File: src/rtl/alu_uart_pkg.sv
// alu_uart_pkg: shared widths, ALU opcodes and command-master state encoding for the UART ALU link
package alu_uart_pkg;
  localparam int NB_DATA = 8;
  localparam int NB_OP = 6;
  localparam logic [NB_OP-1:0] OP_ADD = 6'b100000;
  localparam logic [NB_OP-1:0] OP_SUB = 6'b100010;
  localparam logic [NB_OP-1:0] OP_AND = 6'b100100;
  localparam logic [NB_OP-1:0] OP_OR  = 6'b100101;
  localparam logic [NB_OP-1:0] OP_XOR = 6'b100110;
  localparam logic [NB_OP-1:0] OP_NOR = 6'b100111;
  localparam logic [NB_OP-1:0] OP_SRA = 6'b000011;
  localparam logic [NB_OP-1:0] OP_SRL = 6'b000010;
  typedef enum logic [2:0] {
    IDLE,
    SEND_A,
    WAIT_A,
    SEND_B,
    WAIT_B,
    SEND_OP,
    WAIT_OP,
    WAIT_RES
  } state_t;
endpackage

File: src/rtl/alu_cmd_master_if.sv
// alu_cmd_master_if: command-side and UART-side signals of the ALU command master
// master modport is the command master's view; slave is the host/UART peer view.
interface alu_cmd_master_if #(
  parameter int NB_DATA = alu_uart_pkg::NB_DATA,
  parameter int NB_OP = alu_uart_pkg::NB_OP
);
  logic               i_start;
  logic [NB_DATA-1:0] i_dato_A;
  logic [NB_DATA-1:0] i_dato_B;
  logic [NB_OP-1:0]   i_OP;
  logic [NB_DATA-1:0] o_tx_data;
  logic               o_tx_start;
  logic               i_tx_done;
  logic [NB_DATA-1:0] i_rx_data;
  logic               i_rx_done;
  logic [NB_DATA-1:0] o_result;
  logic               o_result_valid;
  logic               o_busy;
  logic               o_timeout;
  modport master (
    input  i_start, i_dato_A, i_dato_B, i_OP, i_tx_done, i_rx_data, i_rx_done,
    output o_tx_data, o_tx_start, o_result, o_result_valid, o_busy, o_timeout
  );
  modport slave (
    output i_start, i_dato_A, i_dato_B, i_OP, i_tx_done, i_rx_data, i_rx_done,
    input  o_tx_data, o_tx_start, o_result, o_result_valid, o_busy, o_timeout
  );
endinterface

File: src/rtl/alu_cmd_master_wait_timer.sv
// wait_timer: cycle counter shared by all wait states; expires on the last allowed cycle
// Ports: i_clock, i_reset (async, active low), i_clear (restart at 0, wins over enable),
//   i_enable (count this cycle), o_expired (count has reached TIMEOUT_CYCLES-1).
module wait_timer #(
  parameter int TIMEOUT_CYCLES = 1000000
) (
  input  logic i_clock,
  input  logic i_reset,
  input  logic i_clear,
  input  logic i_enable,
  output logic o_expired
);
  localparam int NB_CNT = $clog2(TIMEOUT_CYCLES);
  logic [NB_CNT-1:0] count;
  always_ff @(posedge i_clock or negedge i_reset)
    if (!i_reset) count <= '0;
    else if (i_clear) count <= '0;
    else if (i_enable) count <= count + 1'b1;
  assign o_expired = count == NB_CNT'(TIMEOUT_CYCLES - 1);
endmodule

File: src/rtl/alu_cmd_master.sv
// alu_cmd_master: frames A, B, OP into the UART transmitter and waits for the ALU result byte
// Ports: i_clock, i_reset (async, active low); bus (master modport) carries
//   command side: i_start, i_dato_A, i_dato_B, i_OP in; o_result, o_result_valid, o_busy, o_timeout out
//   UART side:    o_tx_data, o_tx_start out; i_tx_done, i_rx_data, i_rx_done in
module alu_cmd_master
  import alu_uart_pkg::*;
#(
  parameter int NB_DATA = alu_uart_pkg::NB_DATA,
  parameter int NB_OP = alu_uart_pkg::NB_OP,
  parameter int TIMEOUT_CYCLES = 1000000
) (
  input logic i_clock,
  input logic i_reset,
  alu_cmd_master_if.master bus
);
  state_t state;
  logic [NB_DATA-1:0] b_q;
  logic [NB_OP-1:0] op_q;
  logic [NB_DATA-1:0] tx_data;
  logic [NB_DATA-1:0] result;
  logic tx_start;
  logic result_valid;
  logic timeout;
  logic in_wait;
  logic done_now;
  logic expired;
  assign in_wait = state inside {WAIT_A, WAIT_B, WAIT_OP, WAIT_RES};
  // Only the done pulse that belongs to the current wait counts; everything else is ignored.
  assign done_now = state == WAIT_RES ? bus.i_rx_done : in_wait & bus.i_tx_done;
  // Clearing on a done pulse restarts the count for a wait-to-wait hop (WAIT_OP -> WAIT_RES).
  wait_timer #(.TIMEOUT_CYCLES(TIMEOUT_CYCLES)) u_timer (
    .i_clock  (i_clock),
    .i_reset  (i_reset),
    .i_clear  (!in_wait || done_now),
    .i_enable (in_wait),
    .o_expired(expired)
  );
  always_ff @(posedge i_clock or negedge i_reset)
    if (!i_reset) begin
      state <= IDLE;
      b_q <= '0;
      op_q <= '0;
      tx_data <= '0;
      tx_start <= 1'b0;
      result <= '0;
      result_valid <= 1'b0;
      timeout <= 1'b0;
    end else begin
      tx_start <= 1'b0;
      result_valid <= 1'b0;
      timeout <= 1'b0;
      case (state)
        IDLE: if (bus.i_start) begin
          b_q <= bus.i_dato_B;
          op_q <= bus.i_OP;
          tx_data <= bus.i_dato_A;
          tx_start <= 1'b1;
          state <= SEND_A;
        end
        SEND_A: state <= WAIT_A;
        WAIT_A: if (done_now) begin
          tx_data <= b_q;
          tx_start <= 1'b1;
          state <= SEND_B;
        end
        SEND_B: state <= WAIT_B;
        WAIT_B: if (done_now) begin
          tx_data <= NB_DATA'(op_q);
          tx_start <= 1'b1;
          state <= SEND_OP;
        end
        SEND_OP: state <= WAIT_OP;
        WAIT_OP: if (done_now) state <= WAIT_RES;
        WAIT_RES: if (done_now) begin
          result <= bus.i_rx_data;
          result_valid <= 1'b1;
          state <= IDLE;
        end
        default: state <= IDLE;
      endcase
      // A done pulse on the last allowed cycle still wins over expiry.
      if (in_wait && !done_now && expired) begin
        timeout <= 1'b1;
        state <= IDLE;
      end
    end
  assign bus.o_tx_data = tx_data;
  assign bus.o_tx_start = tx_start;
  assign bus.o_result = result;
  assign bus.o_result_valid = result_valid;
  assign bus.o_timeout = timeout;
  assign bus.o_busy = state != IDLE;
endmodule

File: src/flat_wrapper.sv
// flat-port wrapper written by rule: the top's interface ports become plain ports
module alu_cmd_master_flat import alu_uart_pkg::*;
#(
  parameter int NB_DATA = alu_uart_pkg::NB_DATA,
  parameter int NB_OP = alu_uart_pkg::NB_OP,
  parameter int TIMEOUT_CYCLES = 1000000
)
  (i_clock, i_reset, bus_i_start, bus_i_dato_A, bus_i_dato_B, bus_i_OP, bus_i_tx_done, bus_i_rx_data, bus_i_rx_done, bus_o_tx_data, bus_o_tx_start, bus_o_result, bus_o_result_valid, bus_o_busy, bus_o_timeout);
  alu_cmd_master_if #(.NB_DATA(NB_DATA), .NB_OP(NB_OP)) bus_i ();
  input logic i_clock;
  input logic i_reset;
  input wire logic [$bits(bus_i.i_start)-1:0] bus_i_start;
  input wire logic [$bits(bus_i.i_dato_A)-1:0] bus_i_dato_A;
  input wire logic [$bits(bus_i.i_dato_B)-1:0] bus_i_dato_B;
  input wire logic [$bits(bus_i.i_OP)-1:0] bus_i_OP;
  input wire logic [$bits(bus_i.i_tx_done)-1:0] bus_i_tx_done;
  input wire logic [$bits(bus_i.i_rx_data)-1:0] bus_i_rx_data;
  input wire logic [$bits(bus_i.i_rx_done)-1:0] bus_i_rx_done;
  output wire logic [$bits(bus_i.o_tx_data)-1:0] bus_o_tx_data;
  output wire logic [$bits(bus_i.o_tx_start)-1:0] bus_o_tx_start;
  output wire logic [$bits(bus_i.o_result)-1:0] bus_o_result;
  output wire logic [$bits(bus_i.o_result_valid)-1:0] bus_o_result_valid;
  output wire logic [$bits(bus_i.o_busy)-1:0] bus_o_busy;
  output wire logic [$bits(bus_i.o_timeout)-1:0] bus_o_timeout;
  assign bus_i.i_start = bus_i_start;
  assign bus_i.i_dato_A = bus_i_dato_A;
  assign bus_i.i_dato_B = bus_i_dato_B;
  assign bus_i.i_OP = bus_i_OP;
  assign bus_i.i_tx_done = bus_i_tx_done;
  assign bus_i.i_rx_data = bus_i_rx_data;
  assign bus_i.i_rx_done = bus_i_rx_done;
  assign bus_o_tx_data = bus_i.o_tx_data;
  assign bus_o_tx_start = bus_i.o_tx_start;
  assign bus_o_result = bus_i.o_result;
  assign bus_o_result_valid = bus_i.o_result_valid;
  assign bus_o_busy = bus_i.o_busy;
  assign bus_o_timeout = bus_i.o_timeout;
  alu_cmd_master #(.NB_DATA(NB_DATA), .NB_OP(NB_OP), .TIMEOUT_CYCLES(TIMEOUT_CYCLES)) u_core (.i_clock(i_clock), .i_reset(i_reset), .bus(bus_i));
endmodule
File: config.mk
export PLATFORM = sky130hd
export DESIGN_NAME = alu_cmd_master_flat
export DESIGN_NICKNAME = d
export VERILOG_FILES = /design/src/rtl/alu_uart_pkg.sv /design/src/rtl/alu_cmd_master_if.sv /design/src/rtl/alu_cmd_master_wait_timer.sv /design/src/rtl/alu_cmd_master.sv /design/src/flat_wrapper.sv
export SDC_FILE = /design/constraint.sdc
export NUM_CORES = 1
export LEC_CHECK = 0
export ABC_AREA = 1
export CORE_UTILIZATION = 47
export DETAILED_ROUTE_END_ITERATION = 7
export PLACE_DENSITY = 0.72
export SYNTH_ARGS = -nofsm -noshare
export SYNTH_HDL_FRONTEND = slang
export SYNTH_SLANG_ARGS = --single-unit
File: constraint.sdc
create_clock -name i_clock -period 1.6 [get_ports i_clock]
set_input_delay 0.16 -clock i_clock [delete_from_list [all_inputs] [get_ports i_clock]]
set_output_delay 0.16 -clock i_clock [all_outputs]
set_load 0.01 [all_outputs]
======== Word-level counts from Yosys, hierarchy flattened ========
Cells that the tools add are included.
cells by class
  equality and inequality tests ........... 16
  multipliers ............................. 0
  $add $sub $neg .......................... 1
  mux-type cells .......................... 19
  div/mod/pow operators ................... 0
  shifts and indexed selects .............. 0
  order comparisons ....................... 0
  reductions and logical operators ........ 15
  bitwise gates (word level) .............. 1
operators by type and width
  cell                                           number
  2-to-1 mux 20 bit                              2
  2-to-1 mux 8 bit                               3
  one-hot mux 3 bit (8 select lines)             1
  one-hot mux 8 bit (3 select lines)             1
  adder 20 x 1 -> 20 bit, second input constant  1
  == test 20 bit, second input constant          1
  2-to-1 mux 3 bit                               6
  != test 3 x 2 -> 1 bit, second input constant  5
  == test 3 bit, second input constant           4
  == test 3 x 2 -> 1 bit, second input constant  2
  nonzero test 3 bit                             2
  2-to-1 mux 1 bit                               5
  AND reduction 5 bit                            1
  != test 2 x 1 -> 1 bit, second input constant  2
  AND reduction 2 bit                            2
  AND reduction 4 bit                            1
  nonzero test 4 bit                             1
  == test 3 x 1 -> 1 bit, second input constant  1
  zero test 3 bit                                1
  logical AND 1 bit                              2
  zero test 1 bit                                2
  != test 2 bit, second input constant           1
  one-hot mux 1 bit (2 select lines)             1
  nonzero test 2 bit                             1
  other kinds (3)                                3
storage, ports and cells
  register bits after elaboration ......... 56
  output and inout bits ................... 20
  memories kept ........................... 0
  memory bits (read-only) ................. 0
  latch bits .............................. 0
  RAM bits ................................ 0

======== Logic depth before layout (Yosys ltp) ========
  word-level depth ........................ 9
  gate-level depth with buffers ........... 10
  mapped depth without buffers ............ 10

======== Cells and area by module ========
A second synthesis with hierarchy kept.
unflattened totals
  cell total of the unflattened synthesis .. 347
  area total of the unflattened synthesis .. 2,861.5 µm²
modules (own cells, without submodules)
  module          cells each  instances  area each (µm²)
  alu_cmd_master  179         1          1,675.4
  wait_timer      168         1          1,186.1

======== Worst setup path before layout ========
Ideal clock, no wire load.
  kind .................................... reg2reg
  start ................................... register u_core.state[0]
  end ..................................... register u_core.tx_data[0] (netlist: u_core.bus.o_tx_data[0])
  cell stages (with the launch flop) ...... 11
  data arrival time ....................... 1.425 ns
  period minus slack after synthesis ...... 1.542 ns
  slack ................................... 0.058 ns
  path buffers ............................ 0
  cell sequence ........................... dfrtp_1 -> inv_1 -> ha_1 -> nand2_2 -> inv_2 -> nor2_4 -> inv_2 -> nand2_4 -> nand2_4 -> nand2_1 -> nand2_1
on the way
  word-level cells in the longest chain between the ends .. 6
ends and longest elaborated chain
  element                                               RTL line                                    text
  from (decl)                                           alu_cmd_master.sv:16                        state_t state;
  from (signal assigned)                                alu_cmd_master.sv:40                        state <= IDLE;
  from (signal assigned)                                alu_cmd_master.sv:58                        state <= SEND_A;
  from (signal assigned)                                alu_cmd_master.sv:60                        SEND_A: state <= WAIT_A;
  == test 3 x 2 -> 1 bit, or another cell as far along  alu_cmd_master.sv:27, alu_cmd_master.sv:52
  nonzero test 4 bit                                    alu_cmd_master.sv:27                        assign in_wait = state inside {WAIT_A, WAIT_B, WAIT_OP, WAIT_RES};
  AND 1 bit                                             alu_cmd_master.sv:29                        assign done_now = state == WAIT_RES ? bus.i_rx_done : in_wait & bus.i_tx_done;
  2-to-1 mux 1 bit                                      alu_cmd_master.sv:29
  != test 2 x 1 -> 1 bit (no line)                      n/a
  AND reduction 4 bit (no line)                         n/a
  to (signal assigned)                                  alu_cmd_master.sv:56                        tx_data <= bus.i_dato_A;
  to (signal assigned)                                  alu_cmd_master.sv:62                        tx_data <= b_q;
  to (signal assigned)                                  alu_cmd_master.sv:68                        tx_data <= NB_DATA'(op_q);
  to (decl)                                             alu_cmd_master.sv:19                        logic [NB_DATA-1:0] tx_data;
Parallel ways exist; a longest one is shown, timed or not.
A chain may end at the register's enable or synchronous reset.

======== Worst setup path after layout ========
  start ................................... register u_core.state[0]
  end ..................................... register u_core.tx_data[6] (netlist: u_core.bus.o_tx_data[6])
Same word-level chain as after synthesis.

==> results.md <==
- Post-synth net total: 377
- Worst Hold Class: in -> async
- Count of cell types in the netlist: 31
- Top cells by area, synth: dfrtp_1 49%, nand2_1 14%, nor2_1 5.8%
- Initial antenna violation count: 0
- Final WL: between 6000 and 7000 µm
- Clock transition at path regs: 100 ps
- DRC Markers: 0
- Worst-margin pin slew: 379 ps
- Largest net degree at the start of global routing: 43
- RSZ-0062 raised after global routing: yes
- Delay-heaviest family, CP: simple AND/OR/NAND/NOR gates
- Total CTS buffers: 5
- Chip width: 79.9 µm
- Required time of the critical path: 1850 ps
- Vias per cell: 4.95
- Synth Warn #: 0
- Max incr delay on CP: 410 ps
- Final net count: 453
- Hold Slack: 285 ps
- IO Count: 55
- Die span in y: 79.9 µm
- Layout cells sized above 1: 0.194
- Slowest CP cell: dfrtp_1
- Period utilization: 0.976
- Syn Inst Count: 336
- FF+latch count, synth: 56
- Crit Path Max Fanout: 9
- Layout Skew: 8.26 ps
- Status: completed
- Synth-to-layout area growth: 33.1%
- Critical path capture point type: flip-flop
- Setup TNS: 0 ps
- Leakage: 1.72 nW
- GPL Wtd Cong: 0.875
- Dpl hpwl: ~4600 µm
- Hold Vio Cnt, Final: 0
- Register area share after synthesis: 0.491
- Worst Path Buf+Inv: 3
- Die Footprint: 6390 µm²
- Starting Density: 0.485
- Critical path arrival: 1810 ps
- Max Freq: between 600 and 700 MHz
- Flop2flop setup slack: between 30 and 40 ps
- Crit Path Class: reg -> reg
- Worst path cell trace: inv_2 -> ha_4 -> buf_4 -> nand2_2 -> or2_4 -> o21ai_2 -> inv_4 -> nand2_4 -> nand2_1 -> nand2_1
- Ant diodes: 0
- Min Tclk post-route: 1560 ps
- Max clock buf depth: 2
- Avg Cell Area, Syn: around 8.5 µm²
- Core Region: 5890 µm²
- Post-route cell area: roughly 3800 µm²
- GRT Resource Usage Total: 0.206
- Rel. slew slack: 0.747
- Cell Pwr Density: between 1500 and 2000 nW/µm²
- WL/cell: ~13 µm
- DP Area: 3570 µm²
- IO Port Bufs: 54
- Clk Latency, worst-skew pair: 310 ps
- Std cell rows: 28
- Antenna-violating nets left: 0
- Post-synth top area cell: dfrtp_1
- CTS HTree Levels: 2
- GRT overflow: 0
- TritonCTS clock tree: yes
- Final slew viol count: 0
- Number of max-cap violations: 0
- CTS Sinks: 56
- Stages on the worst setup path: 10
- First-pass GRT wire length: 10100 µm
- Vias in the first global route: 2239
- Mapped cell area: 2860 µm²
- CP dominant cell by count: nand2_1
- Via count: 2417
- Fill cells: 508
- Yosys top cell area share: 0.491
- Initial DRC count: 81
- First-pass DRT Iterations: 4
- Final core occ: 0.646
- Peak supply drop: just over 0.8 mV
- Final Total Pwr: 5.93 mW
- Worst reg-to-reg path cell count: 10
- CTS root buf: clkbuf_8
- # setup viols final: 0
- Worst setup SP type: flip-flop
## synthesized netlist by cell type
| library cell | number |
|---|---|
| o211ai_1 | 3 |
| nand3_4 | 2 |
| buf_6 | 3 |
| mux2_2 | 9 |
| o21ai_0 | 7 |
| nor2_4 | 4 |
| nand2_2 | 4 |
| nor4_1 | 1 |
| nand4_1 | 2 |
| a31oi_2 | 1 |
| nor2_2 | 3 |
| dfrtp_1 | 56 |
| xnor2_1 | 2 |
| or2_4 | 1 |
| nand3_2 | 1 |
| nand2_4 | 3 |
| inv_2 | 5 |
| nand3b_2 | 1 |
| inv_1 | 26 |
| nor3_1 | 3 |
| nor2_1 | 44 |
| o21ai_2 | 4 |
| a21oi_1 | 11 |
| xor2_1 | 2 |
| nand3_1 | 22 |
| mux2_1 | 1 |
| inv_6 | 2 |
| nand3b_1 | 1 |
| buf_2 | 1 |
| ha_1 | 6 |
| nand2_1 | 105 |
## per-layer routing
metal,part of all wire,global-route usage,wire length [µm]
met1,0.45,0.271,2770
met2,0.49,0.340,3020
met3,0.038,0.0377,232
met4,0.016,0.0714,100
met5,0,0,0
## state kept, by name, summed over array words and instances, names as in the netlist
name / cells
u_core.b_q: 8
u_core.bus.o_result: 8
u_core.bus.o_result_valid: 1
u_core.bus.o_timeout: 1
u_core.bus.o_tx_data: 8
u_core.bus.o_tx_start: 1
u_core.op_q: 6
u_core.state: 3
u_core.u_timer.count: 20
## timing repair
action,4_1_cts,5_1_grt
pin swaps,1,8
hold endpoints to repair,14,0
setup endpoints to repair,21,19
cloned,0,1
hold buffers,1,0
gates resized for setup,11,13
setup buffers,2,2
## cell usage in the layout (no fill, tap or decap), types with 2 or more instances in the layout
| cell type | n |
|---|---|
| nand2_1 | 102 |
| dfrtp_1 | 55 |
| clkdlybuf4s50_1 | 52 |
| nor2_1 | 43 |
| inv_1 | 23 |
| nand3_1 | 21 |
| buf_4 | 12 |
| a21oi_1 | 11 |
| mux2_2 | 9 |
| nand2_2 | 8 |
| o21ai_0 | 7 |
| inv_2 | 6 |
| clkbuf_8 | 5 |
| nor2_4 | 4 |
| o21ai_2 | 4 |
| nor2_2 | 4 |
| nand3_4 | 3 |
| nand2_4 | 3 |
| nor3_1 | 3 |
| o211ai_1 | 3 |
| ha_1 | 3 |
| buf_6 | 3 |
| inv_6 | 2 |
| inv_4 | 2 |
| xnor2_1 | 2 |
| xor2_1 | 2 |
| nand4_1 | 2 |
| ha_4 | 2 |
| buf_12 | 2 |
## cell families (layout without fill, tap and decap cells)
logic type | count (synthesis) | in the layout | synth area share
flip-flops | 56 | 56 | 0.491
buffers and inverters | 37 | 113 | 0.0605
AO/OA/AOI/OAI | 26 | 26 | 0.0561
XOR/XNOR | 4 | 4 | 0.0123
AND/OR/NAND/NOR | 197 | 198 | 0.315
adder cells (fa/ha/maj) | 6 | 6 | 0.0263
multiplexers | 10 | 10 | 0.0394
## worst paths after layout
check	startpoint	end
max	u_core.state[0]$_DFFE_PN0P_	u_core.bus.o_tx_data[6]$_DFFE_PN0P_
min	i_reset	u_core.u_timer.count[9]$_DFFE_PN0P_
max reg2reg	u_core.state[0]$_DFFE_PN0P_	u_core.bus.o_tx_data[6]$_DFFE_PN0P_
min reg2reg	u_core.u_timer.count[0]$_DFFE_PN0P_	u_core.u_timer.count[0]$_DFFE_PN0P_
max in group asynchronous	i_reset	u_core.bus.o_tx_data[6]$_DFFE_PN0P_
min in group i_clock	bus_i_rx_data[5]	u_core.bus.o_result[5]$_DFFE_PN0P_
## power by group
group / total [mW] / switching [mW] / internal, mW / leakage [nW]
Sequential: 2.12 / 0.261 / 1.86 / 0.717
Clock: 0.952 / 0.476 / 0.475 / 0.0600
Combinational: 2.86 / 1.47 / 1.39 / 0.940
## worst register-to-register path, delay by kind of cell, from the launching register on
family | cells | cell delay (ps)
AO/OA/AOI/OAI | 1 | 80
AND/OR/NAND/NOR | 5 | 540
buffers and inverters | 3 | 330
adder cells (fa/ha/maj) | 1 | 160
flip-flops | 1 | 410
## final cells by class
class / count / area [µm²] / share of cell area
Sequential cell: 56 / 1400 / 0.369
Multi-Input combinational cell: 244 / 1350 / 0.354
Timing Repair Buffer: 72 / 704 / 0.185
Inverter: 33 / 139 / 0.0365
Tap cell: 75 / 93.8 / 0.0247
Clock buffer: 5 / 68.8 / 0.0181
Clock inverter: 3 / 46.3 / 0.0122
## stage by stage
step                setup slack, ps  instances
global placement              -2.01        474
finish                         38.3        488
global route                  -57.2        488
detailed placement            -99.7        474
floorplan                      58.0        336
CTS                            7.81        485
No activity file was read; power rests on OpenSTA's default activity.
